<file path="src/rtl/xor_stream_cipher.sv">
// xor_stream_cipher: loads a KEY_SIZE-bit key in LANES-bit beats, then XORs a MSG_SIZE-bit frame
// with the repeating key at one beat per cycle. Define XOR_KEY_ROLL_EN to rotate the key left 1 bit per key period.
module xor_stream_cipher #(
    parameter int LANES    = 1,
    parameter int KEY_SIZE = 32,
    parameter int MSG_SIZE = 512
) (
    input  logic             iClk,
    input  logic             iRst,
    input  logic             iEn,
    input  logic             iLoad_key,
    input  logic             iLoad_msg,
    input  logic [LANES-1:0] iData_in,
    output logic [LANES-1:0] oData_out,
    output logic             oValid,
    output logic             oSerial_start,
    output logic             oSerial_end,
    output logic             oKey_ready,
    output logic             oBusy
);
    localparam int NK = KEY_SIZE / LANES;
    localparam int NM = MSG_SIZE / LANES;
    localparam int PW = (NK > 1) ? $clog2(NK) : 1;
    localparam int KW = $clog2(NK + 1);
    localparam int MW = $clog2(NM + 1);
    localparam logic [PW-1:0] P_LAST = PW'(NK - 1);
    localparam logic [KW-1:0] K_LAST = KW'(NK - 1);
    localparam logic [MW-1:0] M_LAST = MW'(NM - 1);

    typedef enum logic [1:0] {IDLE, KEY, MSG, DONE} state_t;

    state_t              r_state;
    logic [KEY_SIZE-1:0] r_base_key, r_work_key;
    logic [KW-1:0]       r_kcnt;
    logic [PW-1:0]       r_p;
    logic [MW-1:0]       r_mcnt;

    logic                w_idle, w_key_in, w_emit, w_key_last, w_wrap, w_last;
    logic [KEY_SIZE-1:0] w_base_next, w_src, w_circ, w_work_next;
    logic [KW-1:0]       w_kc;
    logic [PW-1:0]       w_p;
    logic [MW-1:0]       w_m;

    // The first beat of a key or frame is consumed in IDLE, so counters read as zero there
    always_comb begin
        w_idle      = r_state == IDLE;
        w_key_in    = iEn && iLoad_key && (w_idle || r_state == KEY);
        w_emit      = iEn && iLoad_msg && (w_idle ? (!iLoad_key && oKey_ready) : r_state == MSG);
        w_kc        = w_idle ? '0 : r_kcnt;
        w_p         = w_idle ? '0 : r_p;
        w_m         = w_idle ? '0 : r_mcnt;
        w_key_last  = w_kc == K_LAST;
        w_wrap      = w_p == P_LAST;
        w_last      = w_m == M_LAST;
        w_base_next = (r_base_key << LANES) | KEY_SIZE'(iData_in);
        w_src       = w_idle ? r_base_key : r_work_key;
        // Working key is rotated by one lane per beat so the active slice is always the top one
        w_circ      = (w_src << LANES) | (w_src >> (KEY_SIZE - LANES));
`ifdef XOR_KEY_ROLL_EN
        w_work_next = w_wrap ? {w_circ[KEY_SIZE-2:0], w_circ[KEY_SIZE-1]} : w_circ;
`else
        w_work_next = w_circ;
`endif
    end

    always_ff @(posedge iClk or posedge iRst) begin
        if (iRst) begin
            r_state       <= IDLE;
            r_base_key    <= '0;
            r_work_key    <= '0;
            r_kcnt        <= '0;
            r_p           <= '0;
            r_mcnt        <= '0;
            oData_out     <= '0;
            oValid        <= 1'b0;
            oSerial_start <= 1'b0;
            oSerial_end   <= 1'b0;
            oKey_ready    <= 1'b0;
        end else begin
            oValid        <= w_emit;
            oSerial_start <= w_emit && w_m == '0;
            oSerial_end   <= w_emit && w_last;
            if (w_emit) begin
                oData_out  <= iData_in ^ w_src[KEY_SIZE-1 -: LANES];
                r_work_key <= w_work_next;
                r_p        <= w_wrap ? '0 : w_p + 1'b1;
                r_mcnt     <= w_m + 1'b1;
            end
            if (w_key_in) begin
                r_base_key <= w_base_next;
                r_kcnt     <= w_key_last ? '0 : w_kc + 1'b1;
                oKey_ready <= w_key_last;
                r_state    <= w_key_last ? IDLE : KEY;
            end else if (w_emit) begin
                r_state <= w_last ? DONE : MSG;
            end else if (r_state == DONE) begin
                r_kcnt  <= '0;
                r_p     <= '0;
                r_mcnt  <= '0;
                r_state <= IDLE;
            end
        end
    end

    assign oBusy = r_state == KEY || r_state == MSG;
endmodule

</file>
<file path="config.mk">
export PLATFORM = sky130hd
export DESIGN_NAME = xor_stream_cipher
export DESIGN_NICKNAME = d
export VERILOG_FILES = /design/src/rtl/xor_stream_cipher.sv
export SDC_FILE = /design/constraint.sdc
export NUM_CORES = 1
export LEC_CHECK = 0
export CAP_MARGIN = 20
export CORE_ASPECT_RATIO = 0.7
export CORE_UTILIZATION = 46
export DETAILED_ROUTE_END_ITERATION = 8
export SLEW_MARGIN = 30
export SYNTH_ARGS = -nofsm -noshare
export SYNTH_HDL_FRONTEND = slang
export SYNTH_SLANG_ARGS = --single-unit
</file>
<file path="constraint.sdc">
create_clock -name iClk -period 2.6 [get_ports iClk]
set_clock_uncertainty 0.1 [all_clocks]
set_input_delay 0.52 -clock iClk [delete_from_list [all_inputs] [get_ports iClk]]
set_output_delay 0.52 -clock iClk [all_outputs]
set_load 0.005 [all_outputs]
</file>
==> results of run 1 <==
[flip-flops by register name, indices dropped and copies added (netlist names)]
name,cells
oSerial_end,1
r_base_key,32
oData_out,1
r_state,2
r_mcnt,10
oSerial_start,1
oKey_ready,1
r_work_key,32
r_kcnt,6
oValid,1
[worst max path at each step]
stage                      startpoint               endpoint  slack [ns]  cells past startpoint
4_1_cts        r_state[1]$_DFFE_PP0P_                  oBusy        0.28                      3
3_5_place_dp                iLoad_key    r_mcnt[3]$_DFF_PP0_        0.31                      7
6_report       r_state[1]$_DFFE_PP0P_    r_mcnt[9]$_DFF_PP0_        0.28                      6
2_1_floorplan  r_state[0]$_DFFE_PP0P_  r_kcnt[5]$_DFFE_PP0P_        0.05                     11
5_1_grt        r_state[1]$_DFFE_PP0P_    r_mcnt[8]$_DFF_PP0_        0.12                      8
3_3_place_gp                iLoad_key    r_mcnt[3]$_DFF_PP0_        0.35                      7
[cells by family (layout without fill, tap and decap cells)]
group	count (synthesis)	count (layout)
adders and majority gates	7	7
and+or+nand+nor	184	184
muxes	33	33
AOI/OAI and AO/OA	71	71
DFF	87	87
buffers and inverters	34	50
xor gates and xnor gates	3	3
[layer usage]
layer | GRT usage [%] | vias up
li1 | - | 1444
met1 | 27.1 | 1395
met2 | 28.7 | 59
met3 | 4.68 | 8
met4 | 7.14 | 0
met5 | 0 | -
[power groups by stage]
stage	sequential, uW	clock, uW	combinational (uW)
CTS	1670	1700	609
global route	1700	1750	685
floorplan	1660	0	463
global placement	1690	0	597
detailed placement	1700	0	607
finish	1670	1660	599
[layout make-up]
class	count	area [sq um]	area share [%]
clock buffer	9	225	4.80
clock inverter	7	168	3.57
inverter	11	45.0	0.960
multi-input combinational	298	1700	36.3
sequential	87	2180	46.4
tap	120	150	3.20
timing repair buffer	23	225	4.80
[worst min-delay path: stages, from the launching register on]
cell and delay [ns]:
sky130_fd_sc_hd__dfrtp_1 0.34, sky130_fd_sc_hd__nand2_1 0.04, sky130_fd_sc_hd__o21ai_0 0.06
[through the flow]
| stage | utilization (%) | instance area, sq um | setup WS [ns] | cells |
|---|---|---|---|---|
| 2_1_floorplan | - | 4030 | 0.0454 | 419 |
| 3_3_place_gp | 50.7 | 4300 | 0.352 | 539 |
| 3_5_place_dp | 50.7 | 4300 | 0.312 | 539 |
| 4_1_cts | 55.4 | 4690 | 0.276 | 555 |
| 5_1_grt | 55.4 | 4690 | 0.119 | 555 |
| 6_report | 55.4 | 4690 | 0.283 | 555 |
[cell usage in the layout (no fill, tap or decap), types with 5 or more instances in the layout]
cell type / instances
sky130_fd_sc_hd__nand2_1: 142
sky130_fd_sc_hd__clkbuf_16: 9
sky130_fd_sc_hd__buf_4: 10
sky130_fd_sc_hd__dfrtp_1: 87
sky130_fd_sc_hd__mux2i_1: 33
sky130_fd_sc_hd__ha_1: 6
sky130_fd_sc_hd__o22ai_1: 7
sky130_fd_sc_hd__nor2_1: 9
sky130_fd_sc_hd__o21ai_0: 35
sky130_fd_sc_hd__inv_1: 10
sky130_fd_sc_hd__bufinv_16: 5
sky130_fd_sc_hd__clkdlybuf4s50_1: 11
==> reports/summary.md, run 1 <==
For the total of endpoints with negative setup slack in the final report, the log shows 0. Number of vias per cell after detailed routing: 5.24. Static timing analysis puts the maximum clock frequency at 432 MHz. Combinational cells account for 15.2% of the total power. The synthesized netlist occupies a cell area of 0.00402 sq mm.

For this configuration, the core starts out at a cell density of 47.4%. CTS saw 87 sinks. Counting cells, the worst reg-to-reg path comes to 6.

The run gives 0 as the max-capacitance violation count. Number of global-route vias before repair: 2,865. The critical path startpoint category was a register. At the pin with the least slew margin, the transition time is 0.510 ns. Clock-pin slew was measured on the worst setup and hold paths at 0.06 ns.

The design draws 3940 uW. Hold is met by 0.380 ns. The worst hold path passes through 2 cells.

Most repeated cell in the gate-level netlist after synthesis: sky130_fd_sc_hd__nand2_1. Cell family with the largest share of critical-path delay: compound AO/OA/AOI/OAI gates. The highest cell delay on the worst timing path is 0.43 ns. Ranked by total cell area, the synthesized netlist is headed by sky130_fd_sc_hd__dfrtp_1 54%, sky130_fd_sc_hd__nand2_1 13%, sky130_fd_sc_hd__mux2i_1 8.2%. The multiplexer fraction of the synthesized cell area was 8.21%; the clock group share of total power was 42.2%.

The tools report the global-route usage over all layers as 19.2%. The critical path goes through inv_1 -> ha_2 -> o211ai_1 -> and2_1 -> nor2_1 -> a221o_1. Power spread over the standard cell area amounts to 839 mW/mm^2.

Type of the setup path with the least slack: register to register. The share of the yosys chip area belonging to registers is 54.1%, and the initial antenna violation count is 0. The logs give 28 for the cell row count and 318 um for the routed length on met3. Net switching is 25.3% of the power. The synthesized instance count came out at 419.

The number of fill cells is 751. The count of buffers added on input and output ports is 11. Count of cell types in the netlist: 44. Summed over all cells, the static leakage comes to 0.00241 uW. The number of buffers inserted by post-CTS setup repair was 0; the floorplan die width was 114 um. The routed layout has 2,906 vias. For the insertion delay to the later sink of the worst-skew pair, the log shows 0.33 ns. Summing the areas of all compound-gate instances in the mapped netlist gives 11.0% of the synthesized area. The final period utilization works out to 89.1%.

The boundary pin count was 12; the critical path data arrival time was 2.43 ns. The area enclosed by the die boundary was 0.00913 sq mm. Worst-case hold path end point: r_work_key[21]$_DFFE_PP0N_. Ranked by instance count, the synthesized netlist is headed by 142 x sky130_fd_sc_hd__nand2_1, 87 x sky130_fd_sc_hd__dfrtp_1, 35 x sky130_fd_sc_hd__o21ai_0, 33 x sky130_fd_sc_hd__mux2i_1, 13 x sky130_fd_sc_hd__clkbuf_1. The routed design uses 3360 um of met2 wire.

The first detailed-routing pass ran for 5 iterations. Subtracting the final worst setup slack from the clock period gives 2.32 ns. When the netlist entered floorplanning its net count stood at 432. Entering global routing, the biggest net connects 88 pins. The floorplan step set the die height to 80.2 um. VDD sags by at most 0.508 mV.

The synthesized design contains 0 enable-type register cells. Number of hold violations in the final report: 0. The async set or reset register ratio after synthesis came out at 100%. The analysis attributes to net switching a power of 996 uW.

The fraction of synthesized cell area taken by the top area cell type works out to 54.1%. Setup repair after global routing left no endpoint under its margin. The final layout net count is 443, and the number of max-slew violations in the final report is 0. The count of buffer and inverter cells on the critical path is 1, and the number of antenna-violating nets in the routed design is 0.

The worst reg-to-reg setup slack came out at 0.28 ns. The top cell type by total area after synthesis was sky130_fd_sc_hd__dfrtp_1. The tools report the worst flop-to-flop path startpoint as r_state[1]$_DFFE_PP0P_. The adder-cell area share of the yosys netlist works out to 2.18%. Cells with a size suffix above 1 make up 8.74% of the layout. Sequential cells account for 42.5% of the total power.

In this run the worst hold path is classified as register to register. Routability-driven placement finished with a final weighted congestion of 0.883. The startpoint of the worst hold path is r_work_key[21]$_DFFE_PP0N_.

TritonCTS built the clock tree. After detailed routing, the wire length on met1 is 3980 um. The total grt overflow was 0.

Compared with the post-synthesis result, the final layout area differs by 16.7%. Capturing element type of the critical path: a register. The internal power of the cells totals 2940 uW.

Clock tree synthesis inserted a total of 9 buffers. For this run, design rule violations remaining after detail routing come to 0. Top layer used by detailed routing: met4. A synthesized cell averages 9.60 sq um.

The logs give 0 for the number of warnings printed during yosys synthesis and 0 for the number of gates resized after cts. The top flip-flop cell by instance count after synthesis is sky130_fd_sc_hd__dfrtp_1. The routed wire length is 7740 um, and the area of the placeable core is 0.00848 sq mm. Number of buffers on the longest clock path: 2.

Largest family of logic cells by synthesized area: simple AND/OR/NAND/NOR gates. The cell type of the slowest stage on the worst timing path is sky130_fd_sc_hd__dfrtp_1. The run finished with clean final reports. The tightest slew margin relative to the limit is 65.7%, and the required time of the critical path is 2.72 ns. The HPWL reported at the end of detailed placement was 4950 um.

The number of diodes added for antenna fixing was 0; the sum of negative setup slack was 0 ns. The cell sitting at the root of the clock tree is a sky130_fd_sc_hd__clkbuf_16. In this run the critical register-to-register path is captured at r_mcnt[9]$_DFF_PP0_. The parity-gate share of the synthesized area counting xor and xnor cells was 0.653%.

After detailed routing, the average wire length per cell comes to 13.9 um. In this run, post-CTS hold repair placed 0 buffers. The number of storage elements in the synthesis netlist works out to 87. The first routing iteration left 261 violations. The synthesized netlist devotes 20.1% of its cell area to simple gates. The H-tree generated during clock tree synthesis spans 3 levels. The largest fanout on the critical path is 14.

Wire length of the first global-routing pass: 13,600 um.
Power figures use the tool's default switching activity.
==> inputs of run 2 (changes only) <==
- CTS_CLUSTER_SIZE: unset -> 30
- REMOVE_ABC_BUFFERS: unset -> 1
==> run 2 against run 1 <==
Compared with the run above:
- clock power shrank 29%
- final cell count shrank 0.18%
- count of clock-buffer cells in the layout grew 3
- wire length grew 2.7%
- register-to-register slack lost 0.08 ns
- global-route usage grew 0.42 points
- via count shrank 1.7%
- largest cell class unchanged
- highest routed layer unchanged
==> reports/summary.md, run 2 (same netlist as run 1, synthesis figures left out) <==
In the layout the commonest cells are 142 x sky130_fd_sc_hd__nand2_1, 87 x sky130_fd_sc_hd__dfrtp_1, 35 x sky130_fd_sc_hd__o21ai_0. The largest single stage delay on the critical path is 0.41 ns. The relative area change from synthesis to final layout was 13.2%. Summing over every cut layer, the via total after detailed routing is 2,858. Of the cells placed in the final design, the portion with a size suffix greater than 1 is 8.29%.

The run gives 0 as the initial antenna violation count. Hold is met by 0.379 ns. The sink count of the clock tree is 87. After clock tree synthesis, the repair step resized 0 gates.

The share of total power consumed by net switching works out to 28.0%. The tools report the capturing element type of the critical path as a register. In the final design database the tool counted 442 nets. The type of the setup path with the least slack is register to register.

Clock-pin slew was measured on the worst setup and hold paths at 0.06 ns. In this run the register-to-register setup slack is 0.20 ns. The tool flagged a number of max-cap violations equal to 0. Total power for the finished layout comes to 3450 uW. In this run the static leakage power is 0.00236 uW. The wire length per cell works out to 14.4 um.

The tree is rooted in a sky130_fd_sc_hd__clkbuf_16. The logs give 0 for the total of endpoints with negative setup slack in the final report and 0 for the number of diodes added for antenna fixing. In this run the worst setup path begins at r_state[0]$_DFFE_PP0P_. The run gives 0 as the number of antenna-violating nets in the routed design. Largest fanout on the critical path: 16. The number of buffers inserted by post-CTS setup repair is 0, and the boundary pin count is 12. The combinational share of power came out at 17.2%. The cell type of the slowest stage on the worst timing path is sky130_fd_sc_hd__dfrtp_1. The routed design uses 387 um of met3 wire. The iteration-0 DRC count of the detailed router is 284.

Setup repair after global routing left no endpoint under its margin. For the number of global-route vias before repair, the log shows 2,760. The run finished with clean final reports.

Based on the critical path, the design can be clocked at up to 417 MHz. The slew at the pin with the worst max-slew slack works out to 0.551 ns. Traced cell by cell, the critical path runs through inv_1 -> ha_2 -> nor2b_1 -> ha_1 -> and4b_1 -> a31oi_1 -> and2_1 -> a32o_1. Per report_power, the clock group accounts for 34.2% of the total. Leaving out fill and tap cells, the most frequent cell in the layout is sky130_fd_sc_hd__nand2_1. The internal power of the cells totals 2490 uW. The tools report the number of hold violations in the final report as 0. In this run the tightest slew margin relative to its limit is 63.0%. The congestion estimate from routability-driven global placement came to 0.832. The min-delay analysis places its worst path in the category register to register.

The area of the placeable core is 0.00848 sq mm, and the peak ir drop on the vdd network is 0.390 mV. The tools report the met1 wire length as 4270 um. The floorplan step set the die width to 114 um. The detailed-routing iteration count for the pre-antenna-repair pass was 4. The shortest clock period the worst path allows after layout was 2.40 ns.

The number of buffers inserted by port buffering was 11. The floorplan has 28 rows. Of the available clock period, the critical path in the final layout requires 92.2%.

The overall die height is 80.2 um, and the largest net degree at the start of global routing is 51. The tools report the switching power as 966 uW. The top layer used by detailed routing was met4.

In the routed layout, each cell is associated on average with a via count of 5.16. Data on the critical path is required at its endpoint by 2.77 ns. The logs give 0 for the number of max-slew violations in the final report and 47.4% for the starting utilization of the core area. Including well taps, the total number of placed cells is 538. Summed over all layers, the global routing overflow is 0.

The number of hold buffers added after CTS was 0. After the flow finishes, the layout carries non-filler instances totaling 554. The critical path startpoint category is a register. The run gives 2.56 ns as the critical path data arrival time.

Clock tree synthesis inserted a total of 9 buffers. Fill cells in the final layout number 808. The global-route usage over all layers is 19.6%.

The routed design uses 3220 um of met2 wire. In this run the critical register-to-register path is launched from r_state[0]$_DFFE_PP0P_. The routed wire length is 7950 um. No sink is reached through more buffers than the 2 on the longest clock path.

The H-tree generated during clock tree synthesis spans 3 levels. The number of DRC violations after detailed routing was 0. TritonCTS built the clock tree. The insertion delay to the later sink of the worst-skew pair was 0.33 ns; the wire length of the first global-routing pass was 13,700 um. In this run the power density over the cells is 758 mW/mm^2. The largest registers in the layout are r_base_key: 32 flops, r_work_key: 32 flops, r_mcnt: 10 flops. The die covers 0.00913 sq mm. The wire-length estimate of the detail-placed layout is 5210 um. The relative contribution of sequential cells to total power came out at 48.6%. In this run the most critical hold path is launched from r_work_key[24]$_DFFE_PP0N_.
[run 2: layout make-up]
type	instances	area [sq um]	share of cell area, %
well taps	120	150	3.30
clock buffers	12	256	5.63
inverters	11	42.5	0.934
flip-flops and latches	87	2180	47.8
multi-input cells	298	1700	37.4
clock inverters	4	20.0	0.440
repair buffers	22	205	4.51
[run 2: critical path: cells and delay by family, from the launching register on]
family	cells	cell delay [ns]
flip-flops	1	0.41
buffers and inverters	1	0.15
adder cells (fa/ha/maj)	2	0.63
AND/OR/NAND/NOR	3	0.55
AO/OA/AOI/OAI	2	0.49
[run 2: power groups by stage]
stage / clock network, uW / registers (uW) / logic, uW
final: 1180 / 1680 / 595
after global routing: 1280 / 1700 / 675
after CTS: 1220 / 1680 / 605
after detailed placement: 0 / 1700 / 603
after global placement: 0 / 1690 / 588
after floorplan: 0 / 1660 / 446
[run 2: metal layers]
metal  GRT usage, %  vias to the layer above
li1               -                     1437
met1           29.2                     1363
met2           27.9                       50
met3           5.51                        8
met4           5.45                        0
met5              0                        -
[run 2: final timing paths]
check,endpoint,depth (start not counted)
worst max-delay path,r_kcnt[5]$_DFFE_PP0P_,8
max in group asynchronous,r_mcnt[7]$_DFF_PP0_,3
worst min register to register,r_work_key[24]$_DFFE_PP0N_,2
worst min-delay path,r_work_key[24]$_DFFE_PP0N_,2
min in group asynchronous,r_kcnt[2]$_DFFE_PP0P_,2
worst max register to register,r_kcnt[5]$_DFFE_PP0P_,8
[run 2: stage by stage]
step	TNS [ns]	setup WS [ns]	utilization [%]	instance area [sq um]
CTS	0	0.211	53.7	4550
global route	0	0.0411	53.7	4550
detailed placement	0	0.250	50.5	4280
finish	0	0.202	53.7	4550
floorplan	-123.81	-1.62	-	3920
global placement	0	0.280	50.5	4280
==> inputs of run 3 (changes only) <==
- ABC_AREA: unset -> 1
==> run 3 against run 2 <==
Compared with the run above:
- first-iteration DRC count fell by 32%
- sequential power rose by 24%
- sequential share of layout area fell by 1.1 points
- global-route usage fell by 1.5 points
- area after synthesis rose by 3.1%
- critical endpoint is now oBusy
- count of clock-buffer cells in the layout fell by 2
- largest cell class unchanged
- final area rose by 2.4%
==> reports/summary.md, run 3 <==
The flow ran to the end, and the final reports show no timing, DRC or antenna violations. The multi-input combinational cells in the finished layout cover a total of 0.00158 sq mm. After detailed routing, the average wire length per cell comes to 11.7 um. Global routing finished with a remaining overflow of 0.

The first global-routing pass estimated 13,100 um of wire. The insertion delay to the later sink of the worst-skew pair was 0.33 ns. Floorplan die width: 115 um. After synthesis the cells add up to 0.00415 sq mm. The share of cells above drive strength 1 was 7.75%.

Setup repair after global routing left no endpoint under its margin. The count of vias placed by the detailed router was 3,093; the number of antenna-violating nets in the routed design was 0. The number of max-slew violations in the final report was 0; the boundary pin count was 12. The number of antenna diodes in the final layout is 0. The final period utilization was 87.3%. Ranked by total cell area, the synthesized netlist is headed by sky130_fd_sc_hd__dfrtp_1 52%, sky130_fd_sc_hd__nand2_1 13%, sky130_fd_sc_hd__o21ai_0 11%. In the layout the commonest cells are 146 x sky130_fd_sc_hd__nand2_1, 90 x sky130_fd_sc_hd__o21ai_0, 87 x sky130_fd_sc_hd__dfrtp_1. The floorplan has 28 rows. Starting utilization of the core area: 48.3%. The tool flagged a number of max-cap violations equal to 0.

The register area is 0.00218 sq mm. sky130_fd_sc_hd__nand2_1 is the most common cell in the netlist. The total of endpoints with negative setup slack in the final report is 0, and the relative area change from synthesis to final layout is 12.4%. Detailed-routing iteration count for the pre-antenna-repair pass: 4. The number of global-route vias before repair is 2,893, and the number of fill cells is 806.

Net switching is 35.1% of the power. Area enclosed by the die boundary: 0.00941 sq mm. Power per cell area: 1130 mW/mm^2.

For the finished layout, the period the worst path requires is 2.27 ns. Leaving out filler cells and counting taps, the final layout contains 636. Detailed placement ended at an HPWL of 4790 um. The mean instance size in the synthesized netlist is 8.20 sq um, and the number of warnings printed during yosys synthesis is 0.

The library cell used most frequently in the layout, excluding fill and tap cells, is sky130_fd_sc_hd__nand2_1. The analysis attributes to cell leakage a power of 0.00222 uW. The run gives 2 as the number of buffers on the longest clock path.

The worst setup path is launched from a register. In this run, the combinational gates consume 32.3% of the power. The clock network burns 28.0% of the power. Summing all placed instances gives a cell area of 0.00432 sq mm. In the synthesized netlist the async set-or-reset flop fraction comes to 100%. The number of synthesized flops with an enable pin was 0; the cts-stage hold buffer count was 0. Among all flip-flop cells after synthesis, the most frequent one is sky130_fd_sc_hd__dfrtp_1. At the worst endpoint, the arrival time is 1.65 ns.

The tools report the global-route usage over all layers as 18.1%. The run gives 441 MHz as the upper clock frequency limit. The type of the setup path with the least slack is register to primary output. The tools report the sink count of the clock tree as 87.

The type of the tightest min-delay check was register to register. The tools report the number of buffers inserted by post-CTS setup repair as 0. Ranked by instance count, the synthesized netlist is headed by 146 x sky130_fd_sc_hd__nand2_1, 90 x sky130_fd_sc_hd__o21ai_0, 87 x sky130_fd_sc_hd__dfrtp_1, 56 x sky130_fd_sc_hd__inv_1, 23 x sky130_fd_sc_hd__nor2_1.

The sum of negative setup slack was 0 ns; the clock transition time at the flip-flop clock pins of the worst setup and hold paths was 0.06 ns. STA classifies the critical path endpoint as a primary output. The largest fanout on the critical path was 5. Headroom to the max-slew limit came out at 69.4%. TritonCTS built the clock tree. The cell-internal power was 3420 uW; the number of vias per cell after detailed routing was 4.86. The synthesized design spends more area on one cell type than any other, namely sky130_fd_sc_hd__dfrtp_1.

Buffer type at the clock tree root: sky130_fd_sc_hd__clkbuf_16. Number of buffers inserted by port buffering: 11. Number of hold violations in the final report: 0. Summing all non-filler instances in the final layout gives an area of 0.00466 sq mm.

Summed over its instances, the top area cell type makes up 52.5% of the synthesized netlist area. Slew at the pin with the worst max-slew slack: 0.459 ns. Of the total power, registers draw 39.7%. The peak ir drop on the vdd network came out at 0.531 mV. Once the clock tree was built, the resizer swapped 0 gates to a different size.

The number of DRC violations after detailed routing was 0. Summing the sequential cell areas from Yosys gives 52.5% of the chip area. After technology mapping, the gate count stands at 506. In this run the power spent charging and discharging nets is 1850 uW. After floorplanning, the core was sized to cover 0.00858 sq mm. The largest registers in the layout are r_base_key: 32 flops, r_work_key: 32 flops, r_mcnt: 10 flops. For this run, the post-layout net count is 524.

The routability congestion estimate is 0.818, and the cell count after placement is 620. The run gives 0 as the initial antenna violation count. The die is 81.4 um tall. The run gives 192 as the iteration-0 DRC count of the detailed router. The largest net degree at the start of global routing was 88; the number of clock buffers inserted by TritonCTS was 9. The required time of the critical path is 1.98 ns. The netlist uses 29 different library cells.

The routed wire length was 7450 um. In this run the number of H-tree levels came out at 3. The number of storage elements in the synthesis netlist was 87.
## run 3: changes by cell type after synthesis, sizes merged, moves of 5 or more
cell and delta:
clkbuf -9, buf +11, nand3 +20, inv +49
o22ai -5, o21ai +73, nor2 +19, nand2 +5
mux2i -33
## run 3: cell type report
class	instances	area share [%]
Timing Repair Buffer	19	3.92
Clock buffer	10	5.13
Multi-Input combinational cell	334	33.8
Inverter	60	4.91
Tap cell	120	3.22
Clock inverter	6	2.31
Sequential cell	87	46.7
## run 3: final timing paths
check,startpoint,end,slack (ns),depth (start not counted)
setup / recovery,r_state[1]$_DFFE_PP0P_,oBusy,0.33,3
hold / removal,r_work_key[14]$_DFFE_PP0N_,r_work_key[14]$_DFFE_PP0N_,0.38,2
setup reg to reg,r_state[1]$_DFFE_PP0P_,r_kcnt[0]$_DFFE_PP0P_,0.37,10
hold reg to reg,r_work_key[14]$_DFFE_PP0N_,r_work_key[14]$_DFFE_PP0N_,0.38,2
max in group asynchronous,iRst,oKey_ready$_DFFE_PP0P_,1.55,3
min in group asynchronous,iRst,r_base_key[11]$_DFFE_PP0P_,0.50,3
## run 3: per-layer routing
layer	global-route usage, %	wire length (um)	part of all wire [%]
met4	5.58	82	1.1
met2	27.8	3110	42
met1	25.5	4040	54
met5	0	0	0
met3	4.43	215	2.9
## run 3: worst max-delay path, stage by stage, from the launching register on
cell                              delay (ns)
sky130_fd_sc_hd__dfrtp_1                0.41
sky130_fd_sc_hd__inv_1                  0.10
sky130_fd_sc_hd__ha_2                   0.32
sky130_fd_sc_hd__clkdlybuf4s50_1        0.49
## run 3: cells by family (layout without fill, tap and decap cells)
family	after synthesis	in the layout	synth area share [%]
flip-flops	87	87	52.5
adder cells (fa/ha/maj)	7	7	2.11
XOR/XNOR	2	2	0.422
buffers and inverters	85	95	9.56
AO/OA/AOI/OAI	121	121	14.9
AND/OR/NAND/NOR	204	204	20.5
## run 3: power by group through the flow
stage                     Clock, uW  Combinational (uW)  Sequential [uW]
after floorplan                   0                1290             2050
after global placement            0                1690             2100
after detailed placement          0                1720             2110
after CTS                      1520                1730             2090
after global routing           1560                2000             2150
final                          1470                1700             2090
## run 3: per-stage QoR
stage / hold WS (ns) / setup WS (ns) / power (uW) / utilization (%)
after floorplan: 0.348 / -0.885 / 3330 / -
after global placement: 0.360 / 0.387 / 3790 / 50.3
after detailed placement: 0.366 / 0.309 / 3830 / 50.3
after CTS: 0.384 / 0.306 / 5340 / 54.3
after global routing: 0.391 / 0.182 / 5720 / 54.3
final: 0.376 / 0.330 / 5270 / 54.3
